**config.mk**
```make
export PLATFORM = sky130hd
export DESIGN_NAME = regs_bus_arbiter_flat
export DESIGN_NICKNAME = d
export VERILOG_FILES = /design/src/rtl/regs_bus_arbiter_if.sv /design/src/rtl/regs_bus_arbiter.sv /design/src/flat_wrapper.sv
export SDC_FILE = /design/constraint.sdc
export NUM_CORES = 1
export LEC_CHECK = 0
export ABC_AREA = 1
export CAP_MARGIN = 20
export CORE_ASPECT_RATIO = 1.4
export CORE_MARGIN = 2
export CORE_UTILIZATION = 47
export DETAILED_ROUTE_END_ITERATION = 10
export PLACE_DENSITY = 0.8
export SLEW_MARGIN = 40
export SYNTH_ARGS = -nofsm -noshare
export SYNTH_HDL_FRONTEND = slang
export SYNTH_SLANG_ARGS = --single-unit
```
**constraint.sdc**
```tcl
create_clock -name clk -period 2.6 [get_ports clk]
set_input_delay 0.78 -clock clk [delete_from_list [all_inputs] [get_ports clk]]
set_output_delay 0.78 -clock clk [all_outputs]
set_load 0.05 [all_outputs]
```
**src/rtl/regs_bus_arbiter_if.sv**
```systemverilog
// Bundle between the two requesters, the arbiter and the register-file decoder bus.
// The arbiter connects through the slave modport; requesters and register file use master.
interface regs_bus_arbiter_if;
    logic       req0, req1;
    logic       we0, we1;
    logic [5:0] addr0, addr1;
    logic [7:0] wdata0, wdata1;
    logic       lock0, lock1;
    logic       busy0, busy1;
    logic       rej0, rej1;
    logic       ack0, ack1;
    logic [7:0] rdata0, rdata1;
    logic       read, write;
    logic [5:0] addr;
    logic [7:0] data_write;
    logic [7:0] data_read;

    modport slave (
        input  req0, req1, we0, we1, addr0, addr1, wdata0, wdata1, lock0, lock1,
        output busy0, busy1, rej0, rej1, ack0, ack1, rdata0, rdata1,
        output read, write, addr, data_write,
        input  data_read
    );

    modport master (
        output req0, req1, we0, we1, addr0, addr1, wdata0, wdata1, lock0, lock1,
        input  busy0, busy1, rej0, rej1, ack0, ack1, rdata0, rdata1,
        input  read, write, addr, data_write,
        output data_read
    );
endinterface

```
**src/rtl/regs_bus_arbiter.sv**
```systemverilog
// Round-robin arbiter sharing the register-file access bus between two buffered ports,
// with an optional bus lock that is released by the owner or by an idle timeout.
//   state    | meaning
//   S_IDLE   | pick an eligible pending slot, count idle-owner cycles while locked
//   S_ACCESS | drive one read/write cycle for slot[gnt]
//   S_ACK    | pulse ack[gnt], free slot[gnt], update lock
module regs_bus_arbiter #(
    parameter int LOCK_TIMEOUT = 16
) (
    input logic          clk,
    input logic          rst,
    regs_bus_arbiter_if.slave bus
);
    localparam int TW = $clog2(LOCK_TIMEOUT + 1);

    typedef enum logic [1:0] {S_IDLE, S_ACCESS, S_ACK} state_t;

    state_t          state_q, state_d;
    logic            gnt_q, gnt_d;
    logic            last_grant_q;
    logic [1:0]      slot_vld_q, slot_we_q, slot_lock_q;
    logic [5:0]      slot_addr_q  [2];
    logic [7:0]      slot_wdata_q [2];
    logic            lock_act_q, lock_owner_q;
    logic [TW-1:0]   tmo_cnt_q;
    logic [1:0]      rej_q;
    logic [7:0]      rdata_q [2];

    logic [1:0]      req_w, we_w, lock_w;
    logic [5:0]      addr_in_w  [2];
    logic [7:0]      wdata_in_w [2];
    logic            idle_owner_w, expire_w, lock_eff_w;
    logic [1:0]      elig_w;
    logic            read_w, write_w;
    logic [5:0]      addr_w;
    logic [7:0]      dwr_w;
    logic [1:0]      ack_w;

    assign req_w         = {bus.req1, bus.req0};
    assign we_w          = {bus.we1, bus.we0};
    assign lock_w        = {bus.lock1, bus.lock0};
    assign addr_in_w[0]  = bus.addr0;
    assign addr_in_w[1]  = bus.addr1;
    assign wdata_in_w[0] = bus.wdata0;
    assign wdata_in_w[1] = bus.wdata1;

    // The expiring cycle already counts as unlocked so the waiting port is granted at once.
    assign idle_owner_w = (state_q == S_IDLE) && lock_act_q && !slot_vld_q[lock_owner_q];
    assign expire_w     = idle_owner_w && (tmo_cnt_q == '0);
    assign lock_eff_w   = lock_act_q && !expire_w;
    assign elig_w       = lock_eff_w ? (slot_vld_q & (lock_owner_q ? 2'b10 : 2'b01)) : slot_vld_q;

    always_ff @(posedge clk or posedge rst) begin
        if (rst) begin
            state_q <= S_IDLE;
            gnt_q   <= 1'b0;
        end else begin
            state_q <= state_d;
            gnt_q   <= gnt_d;
        end
    end

    always_comb begin
        state_d = state_q;
        gnt_d   = gnt_q;
        case (state_q)
            S_IDLE: begin
                if (|elig_w) begin
                    state_d = S_ACCESS;
                    gnt_d   = (&elig_w) ? !last_grant_q : elig_w[1];
                end
            end
            S_ACCESS: state_d = S_ACK;
            S_ACK:    state_d = S_IDLE;
            default:  state_d = S_IDLE;
        endcase
    end

    always_comb begin
        read_w  = 1'b0;
        write_w = 1'b0;
        addr_w  = '0;
        dwr_w   = '0;
        ack_w   = '0;
        case (state_q)
            S_ACCESS: begin
                read_w  = !slot_we_q[gnt_q];
                write_w = slot_we_q[gnt_q];
                addr_w  = slot_addr_q[gnt_q];
                dwr_w   = slot_wdata_q[gnt_q];
            end
            S_ACK:   ack_w[gnt_q] = 1'b1;
            default: ;
        endcase
    end

    always_ff @(posedge clk or posedge rst) begin
        if (rst) begin
            slot_vld_q   <= '0;
            slot_we_q    <= '0;
            slot_lock_q  <= '0;
            last_grant_q <= 1'b1;
            lock_act_q   <= 1'b0;
            lock_owner_q <= 1'b0;
            tmo_cnt_q    <= '0;
            rej_q        <= '0;
            for (int i = 0; i < 2; i++) begin
                slot_addr_q[i]  <= '0;
                slot_wdata_q[i] <= '0;
                rdata_q[i]      <= '0;
            end
        end else begin
            rej_q <= req_w & slot_vld_q;
            for (int i = 0; i < 2; i++) begin
                if (req_w[i] && !slot_vld_q[i]) begin
                    slot_vld_q[i]   <= 1'b1;
                    slot_we_q[i]    <= we_w[i];
                    slot_lock_q[i]  <= lock_w[i];
                    slot_addr_q[i]  <= addr_in_w[i];
                    slot_wdata_q[i] <= wdata_in_w[i];
                end else if (state_q == S_ACK && gnt_q == 1'(i)) begin
                    slot_vld_q[i] <= 1'b0;
                end
            end

            if (state_q == S_IDLE && state_d == S_ACCESS) begin
                last_grant_q <= gnt_d;
                tmo_cnt_q    <= TW'(LOCK_TIMEOUT - 1);
            end else if (idle_owner_w && tmo_cnt_q != '0) begin
                tmo_cnt_q <= tmo_cnt_q - 1'b1;
            end

            if (expire_w)
                lock_act_q <= 1'b0;

            if (state_q == S_ACCESS && !slot_we_q[gnt_q])
                rdata_q[gnt_q] <= bus.data_read;

            if (state_q == S_ACK) begin
                if (slot_lock_q[gnt_q]) begin
                    lock_act_q   <= 1'b1;
                    lock_owner_q <= gnt_q;
                end else if (lock_act_q && lock_owner_q == gnt_q) begin
                    lock_act_q <= 1'b0;
                end
            end
        end
    end

    assign bus.busy0      = slot_vld_q[0];
    assign bus.busy1      = slot_vld_q[1];
    assign bus.rej0       = rej_q[0];
    assign bus.rej1       = rej_q[1];
    assign bus.ack0       = ack_w[0];
    assign bus.ack1       = ack_w[1];
    assign bus.rdata0     = rdata_q[0];
    assign bus.rdata1     = rdata_q[1];
    assign bus.read       = read_w;
    assign bus.write      = write_w;
    assign bus.addr       = addr_w;
    assign bus.data_write = dwr_w;
endmodule

```
**src/flat_wrapper.sv**
```systemverilog
// flat-port wrapper written by rule: the top's interface ports become plain ports
module regs_bus_arbiter_flat 
#(
    parameter int LOCK_TIMEOUT = 16
)
  (clk, rst, bus_req0, bus_req1, bus_we0, bus_we1, bus_addr0, bus_addr1, bus_wdata0, bus_wdata1, bus_lock0, bus_lock1, bus_busy0, bus_busy1, bus_rej0, bus_rej1, bus_ack0, bus_ack1, bus_rdata0, bus_rdata1, bus_read, bus_write, bus_addr, bus_data_write, bus_data_read);
  regs_bus_arbiter_if bus_i ();
  input logic clk;
  input logic rst;
  input wire logic [$bits(bus_i.req0)-1:0] bus_req0;
  input wire logic [$bits(bus_i.req1)-1:0] bus_req1;
  input wire logic [$bits(bus_i.we0)-1:0] bus_we0;
  input wire logic [$bits(bus_i.we1)-1:0] bus_we1;
  input wire logic [$bits(bus_i.addr0)-1:0] bus_addr0;
  input wire logic [$bits(bus_i.addr1)-1:0] bus_addr1;
  input wire logic [$bits(bus_i.wdata0)-1:0] bus_wdata0;
  input wire logic [$bits(bus_i.wdata1)-1:0] bus_wdata1;
  input wire logic [$bits(bus_i.lock0)-1:0] bus_lock0;
  input wire logic [$bits(bus_i.lock1)-1:0] bus_lock1;
  output wire logic [$bits(bus_i.busy0)-1:0] bus_busy0;
  output wire logic [$bits(bus_i.busy1)-1:0] bus_busy1;
  output wire logic [$bits(bus_i.rej0)-1:0] bus_rej0;
  output wire logic [$bits(bus_i.rej1)-1:0] bus_rej1;
  output wire logic [$bits(bus_i.ack0)-1:0] bus_ack0;
  output wire logic [$bits(bus_i.ack1)-1:0] bus_ack1;
  output wire logic [$bits(bus_i.rdata0)-1:0] bus_rdata0;
  output wire logic [$bits(bus_i.rdata1)-1:0] bus_rdata1;
  output wire logic [$bits(bus_i.read)-1:0] bus_read;
  output wire logic [$bits(bus_i.write)-1:0] bus_write;
  output wire logic [$bits(bus_i.addr)-1:0] bus_addr;
  output wire logic [$bits(bus_i.data_write)-1:0] bus_data_write;
  input wire logic [$bits(bus_i.data_read)-1:0] bus_data_read;
  assign bus_i.req0 = bus_req0;
  assign bus_i.req1 = bus_req1;
  assign bus_i.we0 = bus_we0;
  assign bus_i.we1 = bus_we1;
  assign bus_i.addr0 = bus_addr0;
  assign bus_i.addr1 = bus_addr1;
  assign bus_i.wdata0 = bus_wdata0;
  assign bus_i.wdata1 = bus_wdata1;
  assign bus_i.lock0 = bus_lock0;
  assign bus_i.lock1 = bus_lock1;
  assign bus_busy0 = bus_i.busy0;
  assign bus_busy1 = bus_i.busy1;
  assign bus_rej0 = bus_i.rej0;
  assign bus_rej1 = bus_i.rej1;
  assign bus_ack0 = bus_i.ack0;
  assign bus_ack1 = bus_i.ack1;
  assign bus_rdata0 = bus_i.rdata0;
  assign bus_rdata1 = bus_i.rdata1;
  assign bus_read = bus_i.read;
  assign bus_write = bus_i.write;
  assign bus_addr = bus_i.addr;
  assign bus_data_write = bus_i.data_write;
  assign bus_i.data_read = bus_data_read;
  regs_bus_arbiter #(.LOCK_TIMEOUT(LOCK_TIMEOUT)) u_core (.clk(clk), .rst(rst), .bus(bus_i));
endmodule
```
==> impl_metrics.prom, run 1 <==
# TYPE chip_impl_metric gauge
chip_impl_info{name="outcome",value="finished, final reports clean"} 1
chip_impl_metric{name="timing.final.max_slew_violations",unit=""} 0
chip_impl_metric{name="route.antenna.remaining_nets",unit=""} 0
chip_impl_metric{name="maximum_number_of_pins_on_one_net_before_global_route_repair",unit=""} 21
chip_impl_metric{name="clk_transition_reported_paths",unit="ns"} 0.06
chip_impl_metric{name="final.setup_skew",unit="ns"} 0.005260
chip_impl_metric{name="synth.yosys.seq_area_share",unit=""} 0.5680
chip_impl_info{name="grt_most_used_layer",value="met2"} 1
chip_impl_metric{name="die-area",unit="mm2"} 0.006549
chip_impl_metric{name="synth-seq-cells",unit=""} 63
chip_impl_metric{name="stages_on_worst_setup_path",unit=""} 6
chip_impl_metric{name="cts.path.max_buffers",unit=""} 2
chip_impl_metric{name="core_area",unit="mm2"} 0.005781
chip_impl_metric{name="boundaryPins",unit=""} 82
chip_impl_metric{name="synth_nets",unit=""} 323
chip_impl_metric{name="cp.buffers_inverters",unit=""} 4
chip_impl_metric{name="vias",unit=""} 2210
chip_impl_metric{name="yosysUniqueCellTypes",unit=""} 26
chip_impl_metric{name="gp_congestion",unit=""} 0.7792
chip_impl_metric{name="fin_crit_sh",unit=""} 0.9716
chip_impl_metric{name="maxCapViolations",unit=""} 0
chip_impl_info{name="yosys-top-cells-count",value="64 x nand2_1, 62 x dfrtp_1, 31 x mux2_2, 25 x inv_1, 20 x o21ai_0"} 1
chip_impl_metric{name="grt_pass1_vias",unit=""} 2336
chip_impl_metric{name="drt_first_iter_violations",unit=""} 117
chip_impl_metric{name="grt.total_usage",unit=""} 0.2215
chip_impl_metric{name="cp_data_required_time",unit="ns"} 1.82
chip_impl_metric{name="grt_first_pass_wirelength",unit="um"} 10600
chip_impl_info{name="largest_cells_by_area_after_synthesis",value="dfrtp_1 56%, mux2_2 13%, nand2_1 8.6%"} 1
chip_impl_metric{name="die_height",unit="um"} 94.96
chip_impl_metric{name="syn-cell-area",unit="mm2"} 0.002778
chip_impl_metric{name="worst_pin_slew",unit="ns"} 0.5171
chip_impl_info{name="timing.critical_path.to",value="bus_data_write[7]"} 1
chip_impl_metric{name="number_of_nets_in_the_layout",unit=""} 412
chip_impl_metric{name="timing.max_slew.rel_slack",unit=""} 0.6542
chip_impl_metric{name="detailed_route_wire_length",unit="um"} 6418
chip_impl_info{name="worst_setup_path_startpoint",value="u_core.state_q[0]$_DFF_PP0_"} 1
chip_impl_metric{name="syn_avg_cell_area",unit="um2"} 10.03
chip_impl_info{name="critical-path-top-cell-by-count",value="buf_12"} 1
chip_impl_metric{name="dp.final_hpwl",unit="um"} 4769
chip_impl_metric{name="wire_per_inst",unit="um"} 14.59
chip_impl_info{name="rr_startpoint",value="u_core.gnt_q$_DFF_PP0_"} 1
chip_impl_metric{name="total_of_warnings_raised_by_yosys",unit=""} 0
chip_impl_metric{name="dr.pass1.iters",unit=""} 4
chip_impl_metric{name="synth_async_sr_flop_share",unit=""} 1.000
chip_impl_metric{name="synthToLayoutAreaGrowth",unit="%"} 45.54
chip_impl_info{name="path_delay_family",value="buffers and inverters"} 1
chip_impl_info{name="timing.critical_path.to_type",value="output port"} 1
chip_impl_metric{name="rows",unit=""} 33
chip_impl_info{name="yosys.area.top_type",value="dfrtp_1"} 1
chip_impl_metric{name="synth_top_area_frac",unit=""} 0.5586
chip_impl_metric{name="number_of_buffers_inserted_during_clock_tree_synthesis",unit=""} 9
chip_impl_metric{name="filler_cell_count",unit=""} 424
chip_impl_metric{name="hold_buffers",unit=""} 0
chip_impl_metric{name="drive_gt1_frac",unit=""} 0.2405
chip_impl_metric{name="max_clock_freq",unit="GHz"} 0.3959
chip_impl_metric{name="start_util",unit=""} 0.4805
chip_impl_metric{name="post_synth_inst_count",unit=""} 277
chip_impl_metric{name="setup_total_negative_slack",unit="ns"} 0
chip_impl_metric{name="fraction_of_met1_tracks_used_by_global_routing",unit=""} 0.2498
chip_impl_metric{name="htreeDepth",unit=""} 3
chip_impl_metric{name="antenna_cells",unit=""} 0
chip_impl_metric{name="power_leakage",unit="uW"} 0.001850
chip_impl_info{name="synthMostInstantiatedCell",value="nand2_1"} 1
chip_impl_info{name="hp-class",value="reg2reg"} 1
chip_impl_metric{name="antenna_found_initial",unit=""} 0
chip_impl_info{name="synth_top_flop_cell",value="dfrtp_1"} 1
chip_impl_metric{name="worst_ep_arrival_time",unit="ns"} 1.75
chip_impl_metric{name="clock_sink_count",unit=""} 63
chip_impl_metric{name="globalRouteMet3Util",unit=""} 0.07032
chip_impl_metric{name="critical_path.max_stage_delay",unit="ns"} 0.41
chip_impl_info{name="cp_cell_sequence",value="inv_1 > nor2_2 > clkinvlp_4 > buf_12 > a21oi_1 > buf_12"} 1
chip_impl_info{name="cts_tree",value="done"} 1
chip_impl_metric{name="finalHoldViolCount",unit=""} 0
chip_impl_metric{name="worst_r2r_path_depth",unit=""} 5
chip_impl_info{name="critical-path-slowest-cell",value="dfrtp_1"} 1
chip_impl_metric{name="port-buffer-count",unit=""} 81
chip_impl_info{name="rsz0062_at_grt",value="yes"} 1
chip_impl_metric{name="detail_route.vias_per_cell",unit=""} 5.023
chip_impl_metric{name="globalRoute.totalOverflow",unit=""} 0
chip_impl_metric{name="power.total",unit="uW"} 5520
chip_impl_metric{name="synth-edff-count",unit=""} 0
chip_impl_metric{name="critical_path_peak_fanout",unit=""} 16
chip_impl_metric{name="clk_latency",unit="ns"} 0.32
chip_impl_metric{name="ir_worst_vdd",unit="mV"} 0.9842
chip_impl_metric{name="grtUsageMet2",unit=""} 0.3854
chip_impl_metric{name="setup_viol",unit=""} 0
chip_impl_info{name="timing.critical_path.from_type",value="flip-flop"} 1
chip_impl_metric{name="final_period_minus_worst_setup_slack",unit="ns"} 2.526
chip_impl_metric{name="horizontal_die_dimension",unit="um"} 68.97
chip_impl_info{name="clock_tree.root_cell",value="clkbuf_8"} 1
chip_impl_metric{name="power.density_cell_area",unit="mW/mm2"} 1365
chip_impl_info{name="critical_path.reg2reg.endpoint",value="u_core.bus.rdata1[4]$_DFFE_PP0P_"} 1
chip_impl_metric{name="rrSetupSlack",unit="ns"} 1.01
chip_impl_info{name="critical_path_class",value="reg2out"} 1
chip_impl_metric{name="drc",unit=""} 0
metal layers:
layer | share of wire | vias to the layer above
met4 | 0.012 | 0
li1 | - | 1079
met2 | 0.55 | 55
met5 | 0 | -
met1 | 0.39 | 1068
met3 | 0.055 | 8
placed cells by master (no fill, tap or decap):
master and count:
nand4_1 3, o211ai_1 1, o21ai_0 20, nor2_4 1, nand3_2 3, o21bai_1 1
nor3_2 1, buf_12 19, dfstp_2 1, inv_1 23, nand3_1 9, nor2_1 12
clkdlybuf4s50_1 63, inv_2 3, ha_1 2, o21ai_1 2, a21oi_2 1, nand2_2 6
clkinvlp_4 2, nor2_2 3, clkbuf_8 10, buf_4 4, dfrtp_1 62, clkinv_1 1
mux2_2 31, nor3_1 1, a21oi_1 15, clkinv_2 3, nand3b_1 1, nand2_1 64
clkbuf_1 1, nand2_4 1
worst register-to-register path: stages, from the launching register on:
cell     delay (ns)
dfrtp_1        0.43
inv_2          0.19
nor2_1         0.23
nand2_1        0.34
nand2_1        0.16
o21ai_0        0.10
registers in the layout (all words and copies together), names as in the netlist:
| register | count |
|---|---|
| u_core.bus.rdata0 | 8 |
| u_core.bus.rdata1 | 8 |
| u_core.gnt_q | 1 |
| u_core.last_grant_q | 1 |
| u_core.lock_act_q | 1 |
| u_core.lock_owner_q | 1 |
| u_core.rej_q | 2 |
| u_core.slot_addr_q | 12 |
| u_core.slot_lock_q | 2 |
| u_core.slot_vld_q | 2 |
| u_core.slot_wdata_q | 16 |
| u_core.slot_we_q | 2 |
| u_core.state_q | 2 |
| u_core.tmo_cnt_q | 5 |
final cells by class:
| cell class | count | area, um2 | area share |
|---|---|---|---|
| repair buffers | 86 | 1041 | 0.2575 |
| clock buffers | 11 | 141.4 | 0.03497 |
| flip-flops and latches | 63 | 1578 | 0.3903 |
| clock inverters | 4 | 22.52 | 0.005571 |
| multi-input cells | 178 | 1064 | 0.2631 |
| well taps | 70 | 87.58 | 0.02167 |
| inverters | 28 | 108.9 | 0.02693 |
repair_timing:
action | 4_1_cts | 5_1_grt
resized for setup | 0 | 3
endpoints found under the setup margin | 0 | 15
setup buffers | 0 | 1
kinds of logic (layout without fill, tap and decap cells):
| group | count (synthesis) | after routing | synth area share |
|---|---|---|---|
| mux | 31 | 31 | 0.1257 |
| buf+inv | 36 | 129 | 0.05225 |
| flops | 63 | 63 | 0.5680 |
| compound gates | 40 | 40 | 0.07388 |
| simple gates | 105 | 105 | 0.1712 |
| fa+ha+maj | 2 | 2 | 0.009008 |
metrics by stage:
stage / cell area [um2] / hold slack, ns / cells / util / setup WS, ns
after floorplan: 2778 / 0.4627 / 277 / - / 0.1001
after global placement: 3846 / 0.4661 / 424 / 0.6654 / 0.4608
after detailed placement: 3846 / 0.4796 / 424 / 0.6654 / 0.4266
after global routing: 4043 / 0.5144 / 440 / 0.6994 / -0.03143
after CTS: 4010 / 0.4972 / 439 / 0.6937 / 0.05784
final: 4043 / 0.4911 / 440 / 0.6994 / 0.07382
worst min-delay path by stage:
stage | from | to | slack [ns] | depth (start not counted)
after floorplan | u_core.last_grant_q$_DFFE_PP1P_ | u_core.last_grant_q$_DFFE_PP1P_ | 0.46 | 2
after global placement | u_core.bus.rdata0[6]$_DFFE_PP0P_ | u_core.bus.rdata0[6]$_DFFE_PP0P_ | 0.47 | 2
after detailed placement | u_core.bus.rdata0[6]$_DFFE_PP0P_ | u_core.bus.rdata0[6]$_DFFE_PP0P_ | 0.48 | 2
after CTS | u_core.last_grant_q$_DFFE_PP1P_ | u_core.last_grant_q$_DFFE_PP1P_ | 0.50 | 2
after global routing | u_core.bus.rdata1[2]$_DFFE_PP0P_ | u_core.bus.rdata1[2]$_DFFE_PP0P_ | 0.51 | 2
final | u_core.bus.rdata1[5]$_DFFE_PP0P_ | u_core.bus.rdata1[5]$_DFFE_PP0P_ | 0.49 | 2
report_power, final:
group	leakage [uW]	internal [uW]	total, uW	switching (uW)
combinational	0.00102	1250	3070	1830
clock	0.0000850	361	709	348
sequential	0.000741	1450	1740	287
(Power assumes the default switching activity.)
==> run 2: changes to the inputs <==
--- a/config.mk
+++ b/config.mk
@@ -9,9 +9,10 @@
 export CAP_MARGIN = 20
 export CORE_ASPECT_RATIO = 1.4
 export CORE_MARGIN = 2
-export CORE_UTILIZATION = 47
+export CORE_UTILIZATION = 51
+export CTS_CLUSTER_SIZE = 40
 export DETAILED_ROUTE_END_ITERATION = 10
-export PLACE_DENSITY = 0.8
+export PLACE_DENSITY = 0.85
 export SLEW_MARGIN = 40
 export SYNTH_ARGS = -nofsm -noshare
 export SYNTH_HDL_FRONTEND = slang
==> constraint.sdc (replaced) <==
create_clock -name clk -period 3.3 [get_ports clk]
set_input_delay 0.99 -clock clk [delete_from_list [all_inputs] [get_ports clk]]
set_output_delay 0.99 -clock clk [all_outputs]
set_load 0.05 [all_outputs]
==> run 2 against run 1 <==
Core utilization rose by 3.4 points; die area fell by 7.5%; clock skew rose by 0.0023 ns; largest cell class unchanged; critical endpoint is now bus_ack0; worst setup slack improved by 0.23 ns; cell area fell by 5.7%; clock power fell by 7.5%; register-to-register slack improved by 0.57 ns; highest routed layer unchanged.
==> impl_metrics.prom, run 2 (synthesis results as in run 1) <==
# TYPE chip_impl_metric gauge
chip_impl_info{name="hold_start",value="u_core.last_grant_q$_DFFE_PP1P_"} 1
chip_impl_info{name="final_cell_mix",value="64 x nand2_1, 64 x clkdlybuf4s50_1, 62 x dfrtp_1"} 1
chip_impl_metric{name="worst_pin_slew",unit="ns"} 0.5333
chip_impl_metric{name="clock_sink_count",unit=""} 63
chip_impl_metric{name="detailed_route_wire_length",unit="um"} 6296
chip_impl_metric{name="postcts_resize_cnt",unit=""} 0
chip_impl_metric{name="power_leakage",unit="uW"} 0.001797
chip_impl_metric{name="dp_cells",unit=""} 419
chip_impl_metric{name="max_clock_freq",unit="GHz"} 0.3333
chip_impl_metric{name="rows",unit=""} 31
chip_impl_metric{name="boundaryPins",unit=""} 82
chip_impl_metric{name="globalRoute.totalOverflow",unit=""} 0
chip_impl_metric{name="die_height",unit="um"} 91.32
chip_impl_metric{name="timing.max_slew.rel_slack",unit=""} 0.6434
chip_impl_metric{name="maximum_number_of_pins_on_one_net_before_global_route_repair",unit=""} 30
chip_impl_metric{name="setup_total_negative_slack",unit="ns"} 0
chip_impl_metric{name="htreeDepth",unit=""} 3
chip_impl_metric{name="core_area",unit="mm2"} 0.005197
chip_impl_metric{name="port-buffer-count",unit=""} 81
chip_impl_metric{name="number_of_nets_in_the_layout",unit=""} 410
chip_impl_metric{name="detail_route.vias_per_cell",unit=""} 5.051
chip_impl_metric{name="wire_per_inst",unit="um"} 14.47
chip_impl_info{name="timing.critical_path.from_type",value="flip-flop"} 1
chip_impl_metric{name="largest_register_ff_count",unit=""} 16
chip_impl_metric{name="die-area",unit="mm2"} 0.006061
chip_impl_metric{name="final.setup_skew",unit="ns"} 0.007544
chip_impl_metric{name="maxCapViolations",unit=""} 0
chip_impl_metric{name="dpl-instance-area",unit="mm2"} 0.003623
chip_impl_metric{name="antenna_cells",unit=""} 0
chip_impl_metric{name="power.density_cell_area",unit="mW/mm2"} 1084
chip_impl_metric{name="horizontal_die_dimension",unit="um"} 66.37
chip_impl_metric{name="critical_path_peak_fanout",unit=""} 4
chip_impl_metric{name="drive_gt1_frac",unit=""} 0.2249
chip_impl_metric{name="drt_first_iter_violations",unit=""} 52
chip_impl_info{name="rsz0062_at_grt",value="no"} 1
chip_impl_metric{name="vias",unit=""} 2197
chip_impl_metric{name="grt_first_pass_wirelength",unit="um"} 10470
chip_impl_metric{name="gp_congestion",unit=""} 0.8070
chip_impl_metric{name="cp_data_required_time",unit="ns"} 2.31
chip_impl_metric{name="setup_viol",unit=""} 0
chip_impl_metric{name="cts.path.max_buffers",unit=""} 2
chip_impl_info{name="largestRegisters",value="u_core.slot_wdata_q x16, u_core.slot_addr_q x12"} 1
chip_impl_metric{name="route.antenna.remaining_nets",unit=""} 0
chip_impl_metric{name="rrSetupSlack",unit="ns"} 1.58
chip_impl_info{name="hp-class",value="reg2reg"} 1
chip_impl_metric{name="start_util",unit=""} 0.5344
chip_impl_metric{name="timing.final.max_slew_violations",unit=""} 0
chip_impl_metric{name="clk_latency",unit="ns"} 0.34
chip_impl_info{name="critical_path_class",value="reg2out"} 1
chip_impl_metric{name="dp.final_hpwl",unit="um"} 4615
chip_impl_info{name="outcome",value="finished, final reports clean"} 1
chip_impl_metric{name="final_period_minus_worst_setup_slack",unit="ns"} 3.000
chip_impl_info{name="timing.critical_path.to_type",value="output port"} 1
chip_impl_metric{name="finalCoreUtilization",unit=""} 0.7338
chip_impl_info{name="worst_setup_path_startpoint",value="u_core.state_q[1]$_DFF_PP0_"} 1
chip_impl_info{name="clock_tree.root_cell",value="clkbuf_8"} 1
chip_impl_metric{name="drc",unit=""} 0
chip_impl_metric{name="post-cts-setup-buffer-count",unit=""} 0
chip_impl_metric{name="hold_buffers",unit=""} 0
chip_impl_metric{name="antenna_found_initial",unit=""} 0
chip_impl_metric{name="worst_ep_arrival_time",unit="ns"} 2.01
chip_impl_info{name="biggest_register",value="u_core.slot_wdata_q"} 1
chip_impl_metric{name="grt_pass1_vias",unit=""} 2264
chip_impl_info{name="path_delay_family",value="buffers and inverters"} 1
chip_impl_metric{name="design_area",unit="mm2"} 0.003814
chip_impl_metric{name="hold_ws",unit="ns"} 0.4806
chip_impl_metric{name="clk_transition_reported_paths",unit="ns"} 0.06
chip_impl_metric{name="number_of_buffers_inserted_during_clock_tree_synthesis",unit=""} 9
chip_impl_metric{name="critical_path.max_stage_delay",unit="ns"} 0.84
chip_impl_info{name="critical-path-slowest-cell",value="clkdlybuf4s50_1"} 1
chip_impl_metric{name="synthToLayoutAreaGrowth",unit="%"} 37.30
chip_impl_info{name="cp_cell_sequence",value="inv_1 > nor2_1 > inv_1 > nor2_1 > clkdlybuf4s50_1"} 1
chip_impl_metric{name="dr.pass1.iters",unit=""} 4
chip_impl_metric{name="ir_worst_vdd",unit="mV"} 0.8902
chip_impl_metric{name="cp.buffers_inverters",unit=""} 3
chip_impl_metric{name="final_non_filler_cells",unit=""} 435
chip_impl_info{name="cts_tree",value="done"} 1
chip_impl_metric{name="fin_crit_sh",unit=""} 0.9092
chip_impl_info{name="rr_startpoint",value="u_core.gnt_q$_DFF_PP0_"} 1
chip_impl_metric{name="finalHoldViolCount",unit=""} 0
chip_impl_metric{name="grt.total_usage",unit=""} 0.2346
[run 2: worst reg2reg max path: cells and delay by family, from the launching register on]
kind	cells	cell delay, ns
AOI/OAI and AO/OA	1	0.11
buffers and inverters	2	0.43
and+or+nand+nor	3	0.70
DFF	1	0.35
[run 2: final timing paths]
kind,to,cells after the start
min,u_core.last_grant_q$_DFFE_PP1P_,2
max reg2reg,u_core.bus.rdata1[2]$_DFFE_PP0P_,6
max in group asynchronous,u_core.slot_addr_q[8]$_DFFE_PP0P_,3
max,bus_ack0,5
min in group asynchronous,u_core.slot_wdata_q[9]$_DFFE_PP0P_,2
min reg2reg,u_core.last_grant_q$_DFFE_PP1P_,2
[run 2: power by group]
group | internal [uW] | switching [uW] | leakage, uW | total [uW]
combinational | 749 | 1360 | 0.000956 | 2110
clock | 366 | 290 | 0.000100 | 656
sequential | 1140 | 227 | 0.000741 | 1370
total | 2260 | 1880 | 0.00180 | 4130
[run 2: through the flow]
step	power [uW]	setup slack (ns)
2_1_floorplan	2839	0.5901
3_3_place_gp	3439	0.6849
3_5_place_dp	3497	0.6725
4_1_cts	4164	0.2892
5_1_grt	4381	0.08161
6_report	4133	0.2996
[run 2: metal layers]
layer | part of all wire | GRT usage | wire length [um] | vias to the layer above
met3 | 0.056 | 0.07807 | 350 | 7
met5 | 0 | 0 | 0 | -
met2 | 0.54 | 0.4092 | 3418 | 53
met1 | 0.39 | 0.2559 | 2425 | 1060
met4 | 0.016 | 0.09184 | 102 | 0
li1 | - | - | - | 1077
[run 2: cell type report]
| type | instances | area (um2) |
|---|---|---|
| fillers | 399 | 1384 |
| clock inverters | 4 | 45.04 |
| inverters | 28 | 105.1 |
| flip-flops and latches | 63 | 1578 |
| clock buffers | 12 | 145.1 |
| well taps | 66 | 82.58 |
| repair buffers | 84 | 803.3 |
| multi-input cells | 178 | 1055 |
==> run 3: changes to the inputs <==
--- a/config.mk
+++ b/config.mk
@@ -12,6 +12,7 @@
 export CORE_UTILIZATION = 51
 export CTS_CLUSTER_SIZE = 40
 export DETAILED_ROUTE_END_ITERATION = 10
+export MAX_ROUTING_LAYER = met4
 export PLACE_DENSITY = 0.85
 export SLEW_MARGIN = 40
 export SYNTH_ARGS = -nofsm -noshare
==> run 3 against run 2 <==
Non-clock buffer count did not move; register-to-register slack hardly changed; sequential power barely moved; total power about the same; critical path type unchanged; largest power group unchanged.
==> impl_metrics.prom, run 3 (synthesis results as in run 1) <==
# TYPE chip_impl_metric gauge
chip_impl_metric{name="cp.buffers_inverters",unit=""} 3
chip_impl_metric{name="number_of_buffers_inserted_during_clock_tree_synthesis",unit=""} 9
chip_impl_metric{name="grt_pass1_vias",unit=""} 2276
chip_impl_info{name="hp-class",value="reg2reg"} 1
chip_impl_metric{name="boundaryPins",unit=""} 82
chip_impl_metric{name="ir_worst_vdd",unit="mV"} 0.8899
chip_impl_metric{name="detailed_route_wire_length",unit="um"} 6341
chip_impl_metric{name="critical_path_peak_fanout",unit=""} 4
chip_impl_metric{name="filler_cell_count",unit=""} 399
chip_impl_metric{name="dpl-instance-area",unit="mm2"} 0.003623
chip_impl_info{name="largestRegisters",value="u_core.slot_wdata_q x16, u_core.slot_addr_q x12"} 1
chip_impl_metric{name="clk_latency",unit="ns"} 0.34
chip_impl_metric{name="antenna_found_initial",unit=""} 0
chip_impl_metric{name="die-area",unit="mm2"} 0.006061
chip_impl_metric{name="hold_buffers",unit=""} 0
chip_impl_metric{name="fin_crit_sh",unit=""} 0.9090
chip_impl_metric{name="finalHoldViolCount",unit=""} 0
chip_impl_metric{name="final.setup_skew",unit="ns"} 0.006133
chip_impl_metric{name="dp.final_hpwl",unit="um"} 4615
chip_impl_metric{name="fraction_of_met1_tracks_used_by_global_routing",unit=""} 0.2610
chip_impl_metric{name="setup_total_negative_slack",unit="ns"} 0
chip_impl_info{name="cp_cell_sequence",value="inv_1 > nor2_1 > inv_1 > nor2_1 > clkdlybuf4s50_1"} 1
chip_impl_metric{name="route.antenna.remaining_nets",unit=""} 0
chip_impl_metric{name="number_of_nets_in_the_layout",unit=""} 410
chip_impl_metric{name="worst_r2r_path_depth",unit=""} 6
chip_impl_info{name="biggest_register",value="u_core.slot_wdata_q"} 1
chip_impl_metric{name="critical_path.max_stage_delay",unit="ns"} 0.84
chip_impl_metric{name="grt_first_pass_wirelength",unit="um"} 10470
chip_impl_info{name="rr_startpoint",value="u_core.gnt_q$_DFF_PP0_"} 1
chip_impl_info{name="cts_tree",value="done"} 1
chip_impl_metric{name="grtUsageMet2",unit=""} 0.4100
chip_impl_info{name="critical-path-slowest-cell",value="clkdlybuf4s50_1"} 1
chip_impl_metric{name="postcts_resize_cnt",unit=""} 0
chip_impl_metric{name="start_util",unit=""} 0.5344
chip_impl_metric{name="cp_data_required_time",unit="ns"} 2.31
chip_impl_info{name="rsz0062_at_grt",value="no"} 1
chip_impl_metric{name="post-cts-setup-buffer-count",unit=""} 0
chip_impl_metric{name="synthToLayoutAreaGrowth",unit="%"} 37.30
chip_impl_info{name="final_cell_mix",value="64 x nand2_1, 64 x clkdlybuf4s50_1, 62 x dfrtp_1"} 1
chip_impl_metric{name="maximum_number_of_pins_on_one_net_before_global_route_repair",unit=""} 30
chip_impl_metric{name="stages_on_worst_setup_path",unit=""} 5
chip_impl_metric{name="worst_ep_arrival_time",unit="ns"} 2.01
chip_impl_metric{name="globalRouteMet3Util",unit=""} 0.06072
chip_impl_metric{name="drive_gt1_frac",unit=""} 0.2249
chip_impl_info{name="timing.critical_path.from_type",value="flip-flop"} 1
chip_impl_info{name="path_delay_family",value="buffers and inverters"} 1
chip_impl_info{name="critical_path.reg2reg.endpoint",value="u_core.bus.rdata1[2]$_DFFE_PP0P_"} 1
chip_impl_metric{name="rrSetupSlack",unit="ns"} 1.57
chip_impl_metric{name="htreeDepth",unit=""} 3
chip_impl_metric{name="drc",unit=""} 0
chip_impl_metric{name="setup_viol",unit=""} 0
chip_impl_metric{name="wire_per_inst",unit="um"} 14.58
chip_impl_metric{name="drt_first_iter_violations",unit=""} 61
chip_impl_metric{name="cts.path.max_buffers",unit=""} 2
chip_impl_metric{name="clock_sink_count",unit=""} 63
chip_impl_metric{name="timing.final.max_slew_violations",unit=""} 0
chip_impl_metric{name="timing.max_slew.rel_slack",unit=""} 0.6423
chip_impl_info{name="min_delay_worst_endpoint",value="u_core.last_grant_q$_DFFE_PP1P_"} 1
chip_impl_info{name="timing.critical_path.to_type",value="output port"} 1
chip_impl_info{name="critical_path_class",value="reg2out"} 1
chip_impl_metric{name="rows",unit=""} 31
chip_impl_metric{name="final_period_minus_worst_setup_slack",unit="ns"} 3.000
chip_impl_metric{name="hold_path_depth",unit=""} 2
chip_impl_info{name="grt_most_used_layer",value="met2"} 1
chip_impl_metric{name="max_clock_freq",unit="GHz"} 0.3334
chip_impl_metric{name="largest_register_ff_count",unit=""} 16
chip_impl_metric{name="horizontal_die_dimension",unit="um"} 66.37
chip_impl_metric{name="globalRoute.totalOverflow",unit=""} 0
chip_impl_metric{name="power_leakage",unit="uW"} 0.001797
chip_impl_metric{name="worst_pin_slew",unit="ns"} 0.5348
chip_impl_metric{name="detail_route.vias_per_cell",unit=""} 5.090
chip_impl_metric{name="dr.pass1.iters",unit=""} 5
chip_impl_metric{name="design_area",unit="mm2"} 0.003814
chip_impl_metric{name="vias",unit=""} 2214
chip_impl_info{name="hold_start",value="u_core.last_grant_q$_DFFE_PP1P_"} 1
chip_impl_metric{name="clk_transition_reported_paths",unit="ns"} 0.06
chip_impl_info{name="clock_tree.root_cell",value="clkbuf_8"} 1
chip_impl_metric{name="port-buffer-count",unit=""} 81
chip_impl_metric{name="power.density_cell_area",unit="mW/mm2"} 1084
chip_impl_metric{name="core_area",unit="mm2"} 0.005197
chip_impl_metric{name="gp_congestion",unit=""} 0.8188
chip_impl_metric{name="die_height",unit="um"} 91.32
chip_impl_metric{name="maxCapViolations",unit=""} 0
chip_impl_metric{name="antenna_cells",unit=""} 0
chip_impl_info{name="outcome",value="finished, final reports clean"} 1
chip_impl_metric{name="grt.total_usage",unit=""} 0.2408
[run 3: area by class of cell]
cell class	instances	area (um2)	area share
inverters	28	105.1	0.02756
flip-flops and latches	63	1578	0.4137
multi-input cells	178	1055	0.2766
clock inverters	4	45.04	0.01181
clock buffers	12	145.1	0.03806
well taps	66	82.58	0.02165
repair buffers	84	803.3	0.2106
[run 3: worst max-delay path by stage]
| stage | startpoint | endpoint | slack (ns) |
|---|---|---|---|
| 2_1_floorplan | u_core.state_q[1]$_DFF_PP0_ | bus_write | 0.59 |
| 3_3_place_gp | u_core.state_q[1]$_DFF_PP0_ | bus_ack0 | 0.68 |
| 3_5_place_dp | u_core.state_q[1]$_DFF_PP0_ | bus_ack0 | 0.67 |
| 4_1_cts | u_core.state_q[1]$_DFF_PP0_ | bus_ack0 | 0.29 |
| 5_1_grt | u_core.state_q[1]$_DFF_PP0_ | bus_ack0 | 0.08 |
| 6_report | u_core.state_q[1]$_DFF_PP0_ | bus_ack0 | 0.30 |
[run 3: routing by layer]
layer / up-vias / wire length, um
met4: 0 / 97
met3: 7 / 320
met2: 57 / 3471
met1: 1074 / 2451
met5: - / 0
li1: 1076 / -
[run 3: report_power, final]
| group | total [uW] | leakage [uW] | internal (uW) | switching [uW] |
|---|---|---|---|---|
| Sequential | 1370 | 0.000741 | 1140 | 227 |
| Clock | 657 | 0.000100 | 366 | 291 |
| Combinational | 2110 | 0.000956 | 749 | 1360 |
[run 3: tightest hold or removal path: cells and delay by family (launching register included)]
family           cells  cell delay, ns
flip-flops           1            0.37
AND/OR/NAND/NOR      2            0.12
[run 3: stage by stage]
step	std cells	hold slack, ns	util	setup slack (ns)	total power (uW)
3_5_place_dp	419	0.4727	0.6972	0.6725	3497
5_1_grt	435	0.5121	0.7338	0.08316	4379
3_3_place_gp	419	0.4663	0.6972	0.6849	3439
4_1_cts	435	0.4821	0.7338	0.2892	4164
2_1_floorplan	277	0.4627	-	0.5901	2839
6_report	435	0.4802	0.7338	0.3003	4135
